$ cat src/rtl/demux32_1to4_buf_pkg.sv
// Shared constants for the 1-to-4 buffered demux.
// Slot indices, default width and the pointer step helper.
package demux32_1to4_buf_pkg;

    localparam int DEF_WIDTH = 32;

    localparam logic [1:0] SLOT0 = 2'b00;
    localparam logic [1:0] SLOT1 = 2'b01;
    localparam logic [1:0] SLOT2 = 2'b10;
    localparam logic [1:0] SLOT3 = 2'b11;

    localparam int NUM_SLOTS = 4;

    // Round-robin step; the 2-bit add wraps 3 back to 0.
    function automatic logic [1:0] ptr_inc(input logic [1:0] p);
        return p + 2'b01;
    endfunction

    // One-hot decode of a slot index.
    function automatic logic [3:0] slot_onehot(input logic [1:0] s);
        logic [3:0] oh;
        oh = 4'b0000;
        unique case (s)
            SLOT0: oh = 4'b0001;
            SLOT1: oh = 4'b0010;
            SLOT2: oh = 4'b0100;
            SLOT3: oh = 4'b1000;
            default: oh = 4'b0000;
        endcase
        return oh;
    endfunction

endpackage

$ cat src/rtl/demux32_1to4_buf_if.sv
// Producer/consumer bundle for the 1-to-4 buffered demux.
// master = producer and consumers side, slave = the demux.
interface demux32_1to4_buf_if #(
    parameter int WIDTH = 32
);
    logic             in_valid;
    logic             in_ready;
    logic [WIDTH-1:0] in_data;
    logic [1:0]       in_sel;
    logic             in_auto;
    logic [WIDTH-1:0] out_data0;
    logic [WIDTH-1:0] out_data1;
    logic [WIDTH-1:0] out_data2;
    logic [WIDTH-1:0] out_data3;
    logic [3:0]       out_valid;
    logic [3:0]       out_ack;
    logic [1:0]       rr_ptr;

    modport master (
        output in_valid,
        output in_data,
        output in_sel,
        output in_auto,
        output out_ack,
        input  in_ready,
        input  out_data0,
        input  out_data1,
        input  out_data2,
        input  out_data3,
        input  out_valid,
        input  rr_ptr
    );

    modport slave (
        input  in_valid,
        input  in_data,
        input  in_sel,
        input  in_auto,
        input  out_ack,
        output in_ready,
        output out_data0,
        output out_data1,
        output out_data2,
        output out_data3,
        output out_valid,
        output rr_ptr
    );

endinterface

$ cat src/rtl/demux32_1to4_buf_slot.sv
// One holding slot: data register plus valid flag.
// Clear beats load, load beats ack; ack on an empty slot is a no-op.
module demux_slot
    import demux32_1to4_buf_pkg::*;
#(
    parameter int               WIDTH     = DEF_WIDTH,
    parameter logic [WIDTH-1:0] RESET_VAL = '0
) (
    input  logic             clk,
    input  logic             clr_i,
    input  logic             load_i,
    input  logic             ack_i,
    input  logic [WIDTH-1:0] data_i,
    output logic [WIDTH-1:0] data_o,
    output logic             valid_o
);

    logic [WIDTH-1:0] data_q;
    logic [WIDTH-1:0] data_d;
    logic             valid_q;
    logic             valid_d;

    // Next-state: a load refills even when acked the same cycle.
    always_comb begin
        data_d  = data_q;
        valid_d = valid_q;
        if (load_i) begin
            data_d  = data_i;
            valid_d = 1'b1;
        end else if (ack_i) begin
            valid_d = 1'b0;
        end
    end

    // Slot registers with synchronous clear.
    always_ff @(posedge clk) begin
        if (clr_i) begin
            data_q  <= RESET_VAL;
            valid_q <= 1'b0;
        end else begin
            data_q  <= data_d;
            valid_q <= valid_d;
        end
    end

    assign data_o  = data_q;
    assign valid_o = valid_q;

endmodule

$ cat src/rtl/demux32_1to4_buf.sv
// Steers one producer stream into four one-entry slots.
// Destination is in_sel or a round-robin pointer in auto mode.
module demux32_1to4_buf
    import demux32_1to4_buf_pkg::*;
#(
    parameter int               WIDTH     = DEF_WIDTH,
    parameter logic [WIDTH-1:0] RESET_VAL = '0
) (
    input  logic                 clk,
    input  logic                 reset,
    input  logic                 flush,
    demux32_1to4_buf_if.slave    bus
);

    logic             clr;
    logic [1:0]       dst;
    logic             ready;
    logic             xfer;
    logic [3:0]       load;
    logic [3:0]       slot_valid;
    logic [WIDTH-1:0] slot_data [NUM_SLOTS];
    logic [1:0]       rr_ptr_q;
    logic [1:0]       rr_ptr_d;

    // Destination pick and the combinational accept decision.
    always_comb begin
        clr   = reset | flush;
        dst   = bus.in_auto ? rr_ptr_q : bus.in_sel;
        ready = !clr && (!slot_valid[dst] || bus.out_ack[dst]);
        xfer  = bus.in_valid && ready;
    end

    // Route the accepted beat to exactly one slot.
    always_comb begin
        load = 4'b0000;
        if (xfer) begin
            load = slot_onehot(dst);
        end
    end

    // Pointer moves only on auto-mode transfers.
    always_comb begin
        rr_ptr_d = rr_ptr_q;
        if (xfer && bus.in_auto) begin
            rr_ptr_d = ptr_inc(rr_ptr_q);
        end
    end

    // Pointer register, cleared by reset or flush.
    always_ff @(posedge clk) begin
        if (clr) begin
            rr_ptr_q <= SLOT0;
        end else begin
            rr_ptr_q <= rr_ptr_d;
        end
    end

    for (genvar i = 0; i < NUM_SLOTS; i++) begin : g_slot
        demux_slot #(
            .WIDTH     (WIDTH),
            .RESET_VAL (RESET_VAL)
        ) u_slot (
            .clk     (clk),
            .clr_i   (clr),
            .load_i  (load[i]),
            .ack_i   (bus.out_ack[i]),
            .data_i  (bus.in_data),
            .data_o  (slot_data[i]),
            .valid_o (slot_valid[i])
        );
    end

    assign bus.in_ready  = ready;
    assign bus.out_valid = slot_valid;
    assign bus.out_data0 = slot_data[0];
    assign bus.out_data1 = slot_data[1];
    assign bus.out_data2 = slot_data[2];
    assign bus.out_data3 = slot_data[3];
    assign bus.rr_ptr    = rr_ptr_q;

endmodule
$ cat src/flat_wrapper.sv
// flat-port wrapper written by rule: the top's interface ports become plain ports
module demux32_1to4_buf_flat import demux32_1to4_buf_pkg::*;
#(
    parameter int               WIDTH     = DEF_WIDTH,
    parameter logic [WIDTH-1:0] RESET_VAL = '0
)
  (clk, reset, flush, bus_in_valid, bus_in_data, bus_in_sel, bus_in_auto, bus_out_ack, bus_in_ready, bus_out_data0, bus_out_data1, bus_out_data2, bus_out_data3, bus_out_valid, bus_rr_ptr);
  demux32_1to4_buf_if #(.WIDTH(WIDTH)) bus_i ();
  input  logic clk;
  input  logic reset;
  input  logic flush;
  input wire logic [$bits(bus_i.in_valid)-1:0] bus_in_valid;
  input wire logic [$bits(bus_i.in_data)-1:0] bus_in_data;
  input wire logic [$bits(bus_i.in_sel)-1:0] bus_in_sel;
  input wire logic [$bits(bus_i.in_auto)-1:0] bus_in_auto;
  input wire logic [$bits(bus_i.out_ack)-1:0] bus_out_ack;
  output wire logic [$bits(bus_i.in_ready)-1:0] bus_in_ready;
  output wire logic [$bits(bus_i.out_data0)-1:0] bus_out_data0;
  output wire logic [$bits(bus_i.out_data1)-1:0] bus_out_data1;
  output wire logic [$bits(bus_i.out_data2)-1:0] bus_out_data2;
  output wire logic [$bits(bus_i.out_data3)-1:0] bus_out_data3;
  output wire logic [$bits(bus_i.out_valid)-1:0] bus_out_valid;
  output wire logic [$bits(bus_i.rr_ptr)-1:0] bus_rr_ptr;
  assign bus_i.in_valid = bus_in_valid;
  assign bus_i.in_data = bus_in_data;
  assign bus_i.in_sel = bus_in_sel;
  assign bus_i.in_auto = bus_in_auto;
  assign bus_i.out_ack = bus_out_ack;
  assign bus_in_ready = bus_i.in_ready;
  assign bus_out_data0 = bus_i.out_data0;
  assign bus_out_data1 = bus_i.out_data1;
  assign bus_out_data2 = bus_i.out_data2;
  assign bus_out_data3 = bus_i.out_data3;
  assign bus_out_valid = bus_i.out_valid;
  assign bus_rr_ptr = bus_i.rr_ptr;
  demux32_1to4_buf #(.WIDTH(WIDTH), .RESET_VAL(RESET_VAL)) u_core (.clk(clk), .reset(reset), .flush(flush), .bus(bus_i));
endmodule
$ cat config.mk
export PLATFORM = sky130hd
export DESIGN_NAME = demux32_1to4_buf_flat
export DESIGN_NICKNAME = d
export VERILOG_FILES = /design/src/rtl/demux32_1to4_buf_pkg.sv /design/src/rtl/demux32_1to4_buf_if.sv /design/src/rtl/demux32_1to4_buf_slot.sv /design/src/rtl/demux32_1to4_buf.sv /design/src/flat_wrapper.sv
export SDC_FILE = /design/constraint.sdc
export NUM_CORES = 1
export LEC_CHECK = 0
export CAP_MARGIN = 10
export CORE_ASPECT_RATIO = 1.75
export CORE_MARGIN = 5
export CORE_UTILIZATION = 55
export CTS_BUF_LIST = sky130_fd_sc_hd__clkbuf_8
export DETAILED_ROUTE_END_ITERATION = 10
export DONT_BUFFER_PORTS = 1
export PLACE_DENSITY_LB_ADDON = 0.25
export SLEW_MARGIN = 25
export SYNTH_ARGS = -nofsm -noshare
export SYNTH_HDL_FRONTEND = slang
export SYNTH_HIERARCHICAL = 1
export SYNTH_SLANG_ARGS = --single-unit
export TNS_END_PERCENT = 100
$ cat constraint.sdc
create_clock -name clk -period 4.2 [get_ports clk]
set_clock_uncertainty 0.1 [all_clocks]
set_input_delay 0.63 -clock clk [delete_from_list [all_inputs] [get_ports clk]]
set_output_delay 0.63 -clock clk [all_outputs]
set_load 0.05 [all_outputs]
# Yosys cells after proc, flatten, opt, wreduce, memory -nomap -nowiden
# Cells that the tools add are included.
# Widths: inputs -> output; s select.
dict set report classes {
  n_addsub 1
  n_lt_le_gt_ge 1
  n_eq_ne 3
  mux 15
  bitwise 1
  reduce_logical 11
}
# cell count
set ops {}
lappend ops {{$pmux 4 s4} 1}
lappend ops {{$mux 1} 10}
lappend ops {{$reduce_bool 2->1} 4}
lappend ops {{$bmux 1 s2} 2}
lappend ops {{$eq 2x2->1 const B} 2}
lappend ops {{$mux 4} 1}
lappend ops {{$logic_and 1x1->1} 3}
lappend ops {{$lt 2x3->1 const B} 1}
lappend ops {{$add 2x1->2 const B} 1}
lappend ops {{$eq 2x1->1 const B} 1}
lappend ops {{$logic_not 1->1} 2}
lappend ops {{$logic_not 2->1} 1}
lappend ops {{$mux 2} 1}
lappend ops {{$logic_or 1x1->1} 1}
lappend ops {{$or 1x1->1} 1}
dict set report totals {
  ff_bits 134
  inputBits 43
}

# Longest topological paths before layout
# Gate-level depths: netlist (run 1).
dict set report logic_depth {
  ltp_word 9
  depth_mapped 8
  ltp_nobuf 6
}

# Cells and area by module
# The synthesis (run 1) kept the hierarchy.
# mod n_inst cells_per_inst area_each_um2
set by_module_without_submodules {}
lappend by_module_without_submodules {demux_slot 4 108 1204.9}
lappend by_module_without_submodules {demux32_1to4_buf 1 29 205.2}

# Least setup slack after synthesis (run 1)
# OpenSTA, ideal clock, no wires.
dict set report synth_timing {
  path_kind {input port to output port}
  start {in bus_in_auto}
  end {out bus_in_ready}
  arrival_time_ps 1988
  t_required_ps 3470
  setup_slack_ps 1482
  cell_stages 4
  n_path_buf 0
  cell_sequence {mux2i_1 mux2i_1 mux2i_1 nor2_1}
}
dict set report synth_between {
  elab_chain_cells 6
  word_cells_on_any_way 8
  classes_between {mux (5); reduce/logical (3)}
}
# element line_no
set synth_lines {}
lappend synth_lines {{from (decl)} flat_wrapper.sv:15} ;# input wire logic [$bits(bus_i.in_auto)-1:0] bus_in_auto;
lappend synth_lines {{$mux 2 *} demux32_1to4_buf.sv:28} ;# dst = bus.in_auto ? rr_ptr_q : bus.in_sel;
lappend synth_lines {{$bmux 1 s2} demux32_1to4_buf.sv:29} ;# ready = !clr && (!slot_valid[dst] || bus.out_ack[dst]);
lappend synth_lines {{$mux 1 (not written as such)} demux32_1to4_buf.sv:29}
lappend synth_lines {{$logic_not 1->1} demux32_1to4_buf.sv:29}
lappend synth_lines {{$logic_or 1x1->1 *} demux32_1to4_buf.sv:29}
lappend synth_lines {{$logic_and 1x1->1 *} demux32_1to4_buf.sv:29}
lappend synth_lines {{to (decl)} flat_wrapper.sv:17} ;# output wire logic [$bits(bus_i.in_ready)-1:0] bus_in_ready;
# Mark *: on every way between the ends. The rest lies on a longest branch, timed or not. The select of a mux whose other input is x is not followed.

# Worst setup path in the final report (run 1)
dict set report layout_timing {
  start {reg u_core.rr_ptr_q[1] (netlist: u_core/bus.rr_ptr[1])}
  end {reg u_core.g_slot[0].u_slot.data_q[25]}
}
dict set report layout_between {
  elab_chain_cells 8
  word_cells_on_any_way 15
  classes_between {eq/ne (3); mux (7); reduce/logical (5)}
}
# element line_no
set layout_lines {}
lappend layout_lines {{from (decl)} demux32_1to4_buf.sv:22} ;# logic [1:0] rr_ptr_q;
lappend layout_lines {{from (signal assigned)} demux32_1to4_buf.sv:54} ;# rr_ptr_q <= rr_ptr_d;
lappend layout_lines {{$mux 2 *} demux32_1to4_buf.sv:28}
lappend layout_lines {{$bmux 1 s2} demux32_1to4_buf.sv:29}
lappend layout_lines {{$mux 1 (not written as such)} demux32_1to4_buf.sv:29}
lappend layout_lines {{$logic_not 1->1} demux32_1to4_buf.sv:29}
lappend layout_lines {{$logic_or 1x1->1} demux32_1to4_buf.sv:29}
lappend layout_lines {{$logic_and 1x1->1} demux32_1to4_buf.sv:29}
lappend layout_lines {{$logic_and 1x1->1} demux32_1to4_buf.sv:30} ;# xfer = bus.in_valid && ready;
lappend layout_lines {{$mux 4 *} demux32_1to4_buf.sv:36} ;# if (xfer) begin
lappend layout_lines {{via u_core.load[0]} demux32_1to4_buf.sv:19} ;# logic [3:0] load;
lappend layout_lines {{to (signal assigned)} demux32_1to4_buf_slot.sv:41} ;# data_q <= data_d;
lappend layout_lines {{to (decl)} demux32_1to4_buf_slot.sv:18} ;# logic [WIDTH-1:0] data_q;
# The timed path passes the listed nets; every way through them passes the cells marked *. The select of a mux whose other input is x is not followed.
# A chain may end at the register's enable or synchronous reset.

==> results.toml, run 1 <==
[worst_setup_path]
crit-reg2reg-launch = "u_core/bus.rr_ptr[1]"
worstSetupStartpoint = "u_core/bus.rr_ptr[1]"
critPathKind = "reg -> reg"
cp-start-kind = "flop"
required_ps = 4380
regToRegSetupSlack_ps = 1340
worstPathMaxFanout = 18
cp-end-kind = "flop"
arrival_ps = 3050

[routing]
wire_per_inst_microns = 19.02
wl_mm = 11.18
vias_per_cell = 5.327
first_pass_iters = 4
via_count = 3132
first_iter_violations = 121
drc_errors = 0
ant_nets = 0

[finish]
area_delta_synth_final_pct = 6.275
diodes = 0
final_area_sq_mm = 0.005340
final_cells = 588
final_common_cell = "dfxtp_1"
nets = 498
drive_above_1_share = 0.09188
final_cell_mix = "dfxtp_1, mux2i_1, nor2_1, clkbuf_8"

[sta]
hold_viol = 0
tightest_slew_ps = 743.3
setup_violations = 0
slew_headroom = 0.5033
fmax_mhz = 349.2
finalMaxSlewViolations = 0
worst_slack_ps = 1336
fin_crit_ps = 2864
hold_slack_ps = 254.7
setup-tns-final_ps = 0
post-route-period-util = 0.6819
rsz0062_at_grt = "no"

[pwr]
power_density_mw_per_mm2 = 455.3
ir_drop_mv = 0.3792
p_sw_mw = 0.5804
p_seq_frac = 0.537
pwr-share-comb = 0.030
clkPwrFrac = 0.433
p_leak_nw = 1.688
p_int_mw = 1.851
p_sw_frac = 0.2387

[clock_network]
postCtsSetupBuffers = 0
cts_hold_buf = 0
cts-buffers-inserted = 17
insertion_delay_ps = 420
cts_tree = "yes"
ctsLongestPathBuffers = 2
cts_root_buffer = "clkbuf_8"
cts_resized = 0
path_clk_slew_ps = 80
clock-sinks = 134
htree_num_levels = 4

[logic_synthesis]
yosysSeqAreaShare = 0.5339
syn_area_per_cell_sq_um = 10.90
yosysWarnings = 6
synth_nets = 504
synth.largest_area_cell = "dfxtp_1"
synth_area_sq_mm = 0.005025
synthCells = 461
synth-seq-cells = 134
post_synth_num_cell_types = 18
synth_area_leaders = "dfxtp_1, mux2i_1, nor2_1"
yosysTopAreaCellShare = 0.5339

[floorplanning]
rows = 46
core_sq_mm = 0.008979
initial_utilization = 0.5596
die_area_sq_mm = 0.01122
die_h_microns = 136.4
die_x_microns = 82.26
ios = 178

[hold_path]
hp-start = "bus_in_data[29]"
hp-class = "in -> reg"

[placement]
post-place-ws_ps = 1291
io_buffer_count = 0
dp_hpwl_mm = 7.784
place_area_sq_mm = 0.004941
place.gp.congestion = 0.7249
placed_cells = 556

[job]
max-cap-violations = 0

[grt]
grt_util_all_layers = 0.1988
grt_pass1_vias = 3287
grt_max_degree = 69
antenna_found_initial = 0
grt-ovfl-total = 0
grt_pass1_wl_mm = 16.90

[status]
status = "complete, no violations"
[layout make-up]
| type | instances | area, sq um |
|---|---|---|
| clock buffer | 18 | 247.7 |
| clock inverter | 14 | 151.4 |
| fill | 783 | 3638 |
| inverter | 5 | 20.02 |
| multi-input combinational | 290 | 1998 |
| sequential | 134 | 2683 |
| tap | 120 | 150.1 |
| timing repair buffer | 7 | 90.09 |
[cell usage after synthesis, drive strengths merged]
cell and count:
mux2i 133, or3 2, o21ai 1, nand2b 5
clkbuf 8, dfxtp 134, nand3b 1, o211ai 1
nor2b 4, nand3 1, inv 5, buf 24
o31ai 1, nor2 134, a21oi 5, nand2 2
[routing by layer]
layer	up-vias	share of wire	track usage
met5	-	0	0
met4	0	0.018	0.08688
met3	16	0.12	0.09947
met2	128	0.53	0.3455
met1	1486	0.34	0.1913
li1	1502	-	-
[per-stage QoR]
| step | power, mW | utilization |
|---|---|---|
| 6_report | 2.432 | 0.5948 |
| 5_1_grt | 2.527 | 0.5948 |
| 4_1_cts | 2.463 | 0.5948 |
| 3_5_place_dp | 1.409 | 0.5503 |
| 3_3_place_gp | 1.407 | 0.5503 |
| 2_1_floorplan | 1.402 | - |
[sequential cells by signal (all words and copies together) (netlist names)]
signal / flops
u_core/bus.rr_ptr: 2
u_core/g_slot.u_slot/data_o: 128
u_core/g_slot.u_slot/valid_o: 4
[kinds of logic after synthesis]
kind of cell           after synthesis  synth area share
buffers and inverters               37           0.07445
and+or+nand+nor                    149            0.1178
DFF                                134            0.5339
muxes                              133            0.2649
AOI/OAI and AO/OA                    8          0.008964
[power groups by stage]
stage	clock (mW)	combinational, mW	sequential (mW)
after floorplan	0	0.0687	1.33
after global placement	0	0.0717	1.34
after detailed placement	0	0.0730	1.34
after CTS	1.08	0.0732	1.31
after global routing	1.14	0.0792	1.31
final	1.05	0.0729	1.31
[path summary, 6_finish.rpt]
kind,end,cells past startpoint
setup / recovery,u_core/g_slot[0].u_slot/data_o[25],7
hold / removal,u_core/g_slot[3].u_slot/data_o[29],2
setup reg to reg,u_core/g_slot[0].u_slot/data_o[25],7
hold reg to reg,u_core/g_slot[0].u_slot/valid_o,2
[worst max-delay path, stage by stage (launching register included)]
cell and delay, ps:
dfxtp_1 690, mux2i_1 300, mux2i_1 260, nand2_1 170, nor2_4 620, buf_12 270, mux2i_1 220, nor2_1 60
No activity file was read; power rests on OpenSTA's default activity.
==> run 2: changes to the inputs <==
- clock period: 4.2 -> 2.6 ns (I/O delays scaled with it)
==> results.toml, run 2 (synthesis gave the netlist of run 1 again) <==
[worst_setup_path]
required_ps = 2110
path_cells = "nor2b_1, mux2i_1, mux2i_1, nor2_1, buf_4"
max_stage_delay_ps = 650
cp-start-kind = "flop"
cp-end-kind = "primary output"
cp_common_cell = "mux2i_1"
path_buf_inv = 1
path_delay_family = "flip-flops"
worstPathMaxFanout = 3
cpMaxStageDelayCell = "dfxtp_1"
arrival_ps = 1880
critPathKind = "reg -> out"

[finish]
area_delta_synth_final_pct = 15.74
seqCellArea_sq_mm = 0.002683
largest_reg_flops = 128
nets = 539
multi_input_comb_area_sq_mm = 0.001998
fillers = 721
final_common_cell = "dfxtp_1"
diodes = 0
final_cell_mix = "dfxtp_1, mux2i_1, nor2_1, dlygate4sd3_1, clkbuf_8"
final_area_sq_mm = 0.005816
drive_above_1_share = 0.09823

[sta]
setup_violations = 0
post-route-period-util = 0.9126
slew_headroom = 0.5867
fmax_mhz = 421.5
hold_viol = 0
worst_slack_ps = 227.3
rsz0062_at_grt = "no"
finalMaxSlewViolations = 0
tightest_slew_ps = 620.0
hold_slack_ps = 23.06
fin_crit_ps = 2373
setup-tns-final_ps = 0

[clock_network]
clock-sinks = 134
cts-buffers-inserted = 17
insertion_delay_ps = 420
postCtsSetupBuffers = 0
ctsLongestPathBuffers = 2
htree_num_levels = 4
cts_tree = "yes"
cts_resized = 0
cts_root_buffer = "clkbuf_8"
path_clk_slew_ps = 80
cts_hold_buf = 34

[pwr]
p_sw_frac = 0.2311
pwr-share-comb = 0.045
p_sw_mw = 0.9701
ir_drop_mv = 0.6000
clkPwrFrac = 0.453
p_seq_frac = 0.502
p_int_mw = 3.227
power_density_mw_per_mm2 = 721.6
p_leak_nw = 1.909

[floorplanning]
initial_utilization = 0.5596
die_h_microns = 136.4
ios = 178
rows = 46
core_sq_mm = 0.008979
die_area_sq_mm = 0.01122
die_x_microns = 82.26

[routing]
wl_mm = 11.84
ant_nets = 0
first_iter_violations = 122
dr.max_layer_used = "met4"
drc_errors = 0
wire_per_inst_microns = 18.82
met1Wirelength_mm = 4.097
vias_per_cell = 5.243
via_count = 3298
first_pass_iters = 5
dr_wl_met2_mm = 6.247
routed-wl-met3_mm = 1.209

[placement]
post-place-ws_ps = 304.9
dp_hpwl_mm = 7.758
place.gp.congestion = 0.7471
place_area_sq_mm = 0.005031
io_buffer_count = 0

[grt]
antenna_found_initial = 0
grt_pass1_vias = 3520
grt_pass1_wl_mm = 18.04
grt_max_degree = 134
grt_util_all_layers = 0.2122
grt-ovfl-total = 0

[status]
status = "complete, no violations"

[hold_path]
hp-class = "in -> reg"

[job]
max-cap-violations = 0
## run 2: through the flow
| stage | util | power (mW) | cells |
|---|---|---|---|
| floorplan | - | 2.265 | 461 |
| global placement | 0.5603 | 2.279 | 563 |
| detailed placement | 0.5603 | 2.281 | 563 |
| CTS | 0.6477 | 4.240 | 629 |
| global route | 0.6477 | 4.335 | 629 |
| finish | 0.6477 | 4.197 | 629 |
## run 2: path summary, 6_finish.rpt
path	slack, ps	cells past startpoint	startpoint	end
setup / recovery	230	5	u_core/g_slot[0].u_slot/valid_o	bus_in_ready
hold / removal	20	2	bus_in_data[6]	u_core/g_slot[2].u_slot/data_o[6]
setup reg to reg	340	7	u_core/bus.rr_ptr[1]	u_core/g_slot[0].u_slot/data_o[8]
hold reg to reg	580	3	u_core/g_slot[2].u_slot/valid_o	u_core/g_slot[2].u_slot/valid_o
## run 2: cell type report
type                       instances  share of cell area
multi-input combinational        290              0.3436
inverter                           5            0.003442
tap                              120             0.02582
timing repair buffer              48             0.08950
sequential                       134              0.4613
clock buffer                      18             0.04260
clock inverter                    14             0.03378
## run 2: power by group through the flow
| stage | Sequential [mW] | Combinational [mW] | Clock [mW] |
|---|---|---|---|
| 2_1_floorplan | 2.15 | 0.111 | 0 |
| 3_3_place_gp | 2.15 | 0.126 | 0 |
| 3_5_place_dp | 2.15 | 0.128 | 0 |
| 4_1_cts | 2.11 | 0.189 | 1.95 |
| 5_1_grt | 2.11 | 0.203 | 2.03 |
| 6_report | 2.11 | 0.190 | 1.90 |
## run 2: layer usage
layer / up-vias / track usage
li1: 1590 / -
met1: 1544 / 0.2046
met2: 144 / 0.3777
met3: 20 / 0.09483
met4: 0 / 0.08872
met5: - / 0
## run 2: worst register-to-register path, stage by stage (launching register included)
cell	delay (ps)
dfxtp_1	330
mux2i_1	340
mux2i_1	280
nand2_1	180
nor2_4	180
buf_4	330
mux2i_1	300
nor2_1	80
==> run 3: changes to the inputs <==
- CTS_BUF_LIST: sky130_fd_sc_hd__clkbuf_8 -> sky130_fd_sc_hd__clkbuf_16
- CTS_CLUSTER_DIAMETER: unset -> 80
==> results.toml, run 3 (synthesis gave the netlist of run 1 again) <==
[worst_setup_path]
critPathKind = "reg -> out"
cp-start-kind = "flop"
regToRegSetupSlack_ps = 360
required_ps = 2110
cp-end-kind = "primary output"
arrival_ps = 1850
worstPathMaxFanout = 3

[routing]
wire_per_inst_microns = 18.71
drc_errors = 0
wl_mm = 11.13
ant_nets = 0
via_count = 3120
vias_per_cell = 5.244
first_iter_violations = 125
first_pass_iters = 4

[finish]
multi_input_comb_area_sq_mm = 0.001998
drive_above_1_share = 0.1032
diodes = 0
nets = 505
final_cell_mix = "dfxtp_1, mux2i_1, nor2_1, clkbuf_16, buf_4"
final_core_util = 0.6300
fillers = 740
area_delta_synth_final_pct = 12.57
seqCellArea_sq_mm = 0.002683
final_common_cell = "dfxtp_1"
largest_reg_flops = 128

[grt]
grt-ovfl-total = 0
grt_util_all_layers = 0.2028
grt_max_degree = 134
antenna_found_initial = 0
grt_pass1_wl_mm = 17.21
grt_pass1_vias = 3332

[status]
status = "complete, no violations"

[floorplanning]
die_h_microns = 136.4
die_area_sq_mm = 0.01122
die_x_microns = 82.26
initial_utilization = 0.5596
ios = 178
rows = 46
core_sq_mm = 0.008979

[clock_network]
cts-buffers-inserted = 17
htree_num_levels = 4
path_clk_slew_ps = 60
insertion_delay_ps = 410
cts_tree = "yes"
cts_resized = 0
ctsLongestPathBuffers = 2
postCtsSetupBuffers = 0
clock-sinks = 134
cts_root_buffer = "clkbuf_16"
cts_hold_buf = 0

[pwr]
p_leak_nw = 1.849
ir_drop_mv = 0.5303
total_power_mw = 4.734
power_density_mw_per_mm2 = 836.9

[sta]
finalMaxSlewViolations = 0
rsz0062_at_grt = "no"
setup_violations = 0
slew_headroom = 0.6028
setup-tns-final_ps = 0
fin_crit_ps = 2344
post-route-period-util = 0.9015
hold_slack_ps = 32.30
tightest_slew_ps = 595.8
hold_viol = 0
fmax_mhz = 426.7

[placement]
io_buffer_count = 0
place.gp.congestion = 0.7471
dp_hpwl_mm = 7.758

[job]
max-cap-violations = 0

[hold_path]
hp-class = "in -> reg"
## run 3: changes by cell type in the layout (fill, tap and decap cells not counted), sizes merged
cell / change
clkbuf: -1
clkinv: +1
dlygate4sd3: -34
## run 3: cell type report
cell class / count / share of cell area
inverter: 5 / 0.003539
multi-input combinational: 290 / 0.3532
sequential: 134 / 0.4742
timing repair buffer: 14 / 0.03185
clock inverter: 15 / 0.03539
tap: 120 / 0.02654
clock buffer: 17 / 0.07520
## run 3: through the flow
stage	instances	instance area [sq um]	setup slack (ps)
final	595	5657	256.2
after global routing	595	5657	117.0
after CTS	595	5657	222.1
after detailed placement	563	5031	304.9
after global placement	563	5031	380.4
after floorplan	461	5025	215.1
## run 3: power by group
part | switching, mW | internal, mW | leakage (nW)
sequential | 0.0438 | 2.06 | 1.08
clock | 0.887 | 1.61 | 0.304
combinational | 0.0792 | 0.0479 | 0.465
## run 3: worst paths after layout
| kind | start | to | cells past startpoint |
|---|---|---|---|
| max | u_core/g_slot[0].u_slot/valid_o | bus_in_ready | 5 |
| min | bus_in_data[28] | u_core/g_slot[2].u_slot/data_o[28] | 2 |
| max reg2reg | u_core/bus.rr_ptr[1] | u_core/g_slot[0].u_slot/data_o[8] | 7 |
| min reg2reg | u_core/g_slot[2].u_slot/valid_o | u_core/g_slot[2].u_slot/valid_o | 3 |
## run 3: layer usage
metal  share of wire  vias up  routed length, microns  global-route usage
met2            0.53      142                    5890              0.3509
li1                -     1528                       -                   -
met5               0        -                       0                   0
met1            0.33     1434                    3697              0.1957
met4           0.020        0                     223             0.09150
met3            0.12       16                    1318              0.1008
## run 3: worst max-delay path, cell delays in order, from the launching register on
cell and delay (ps):
dfxtp_1 650, nor2b_1 190, mux2i_1 100, mux2i_1 250, nor2_1 70, buf_4 190
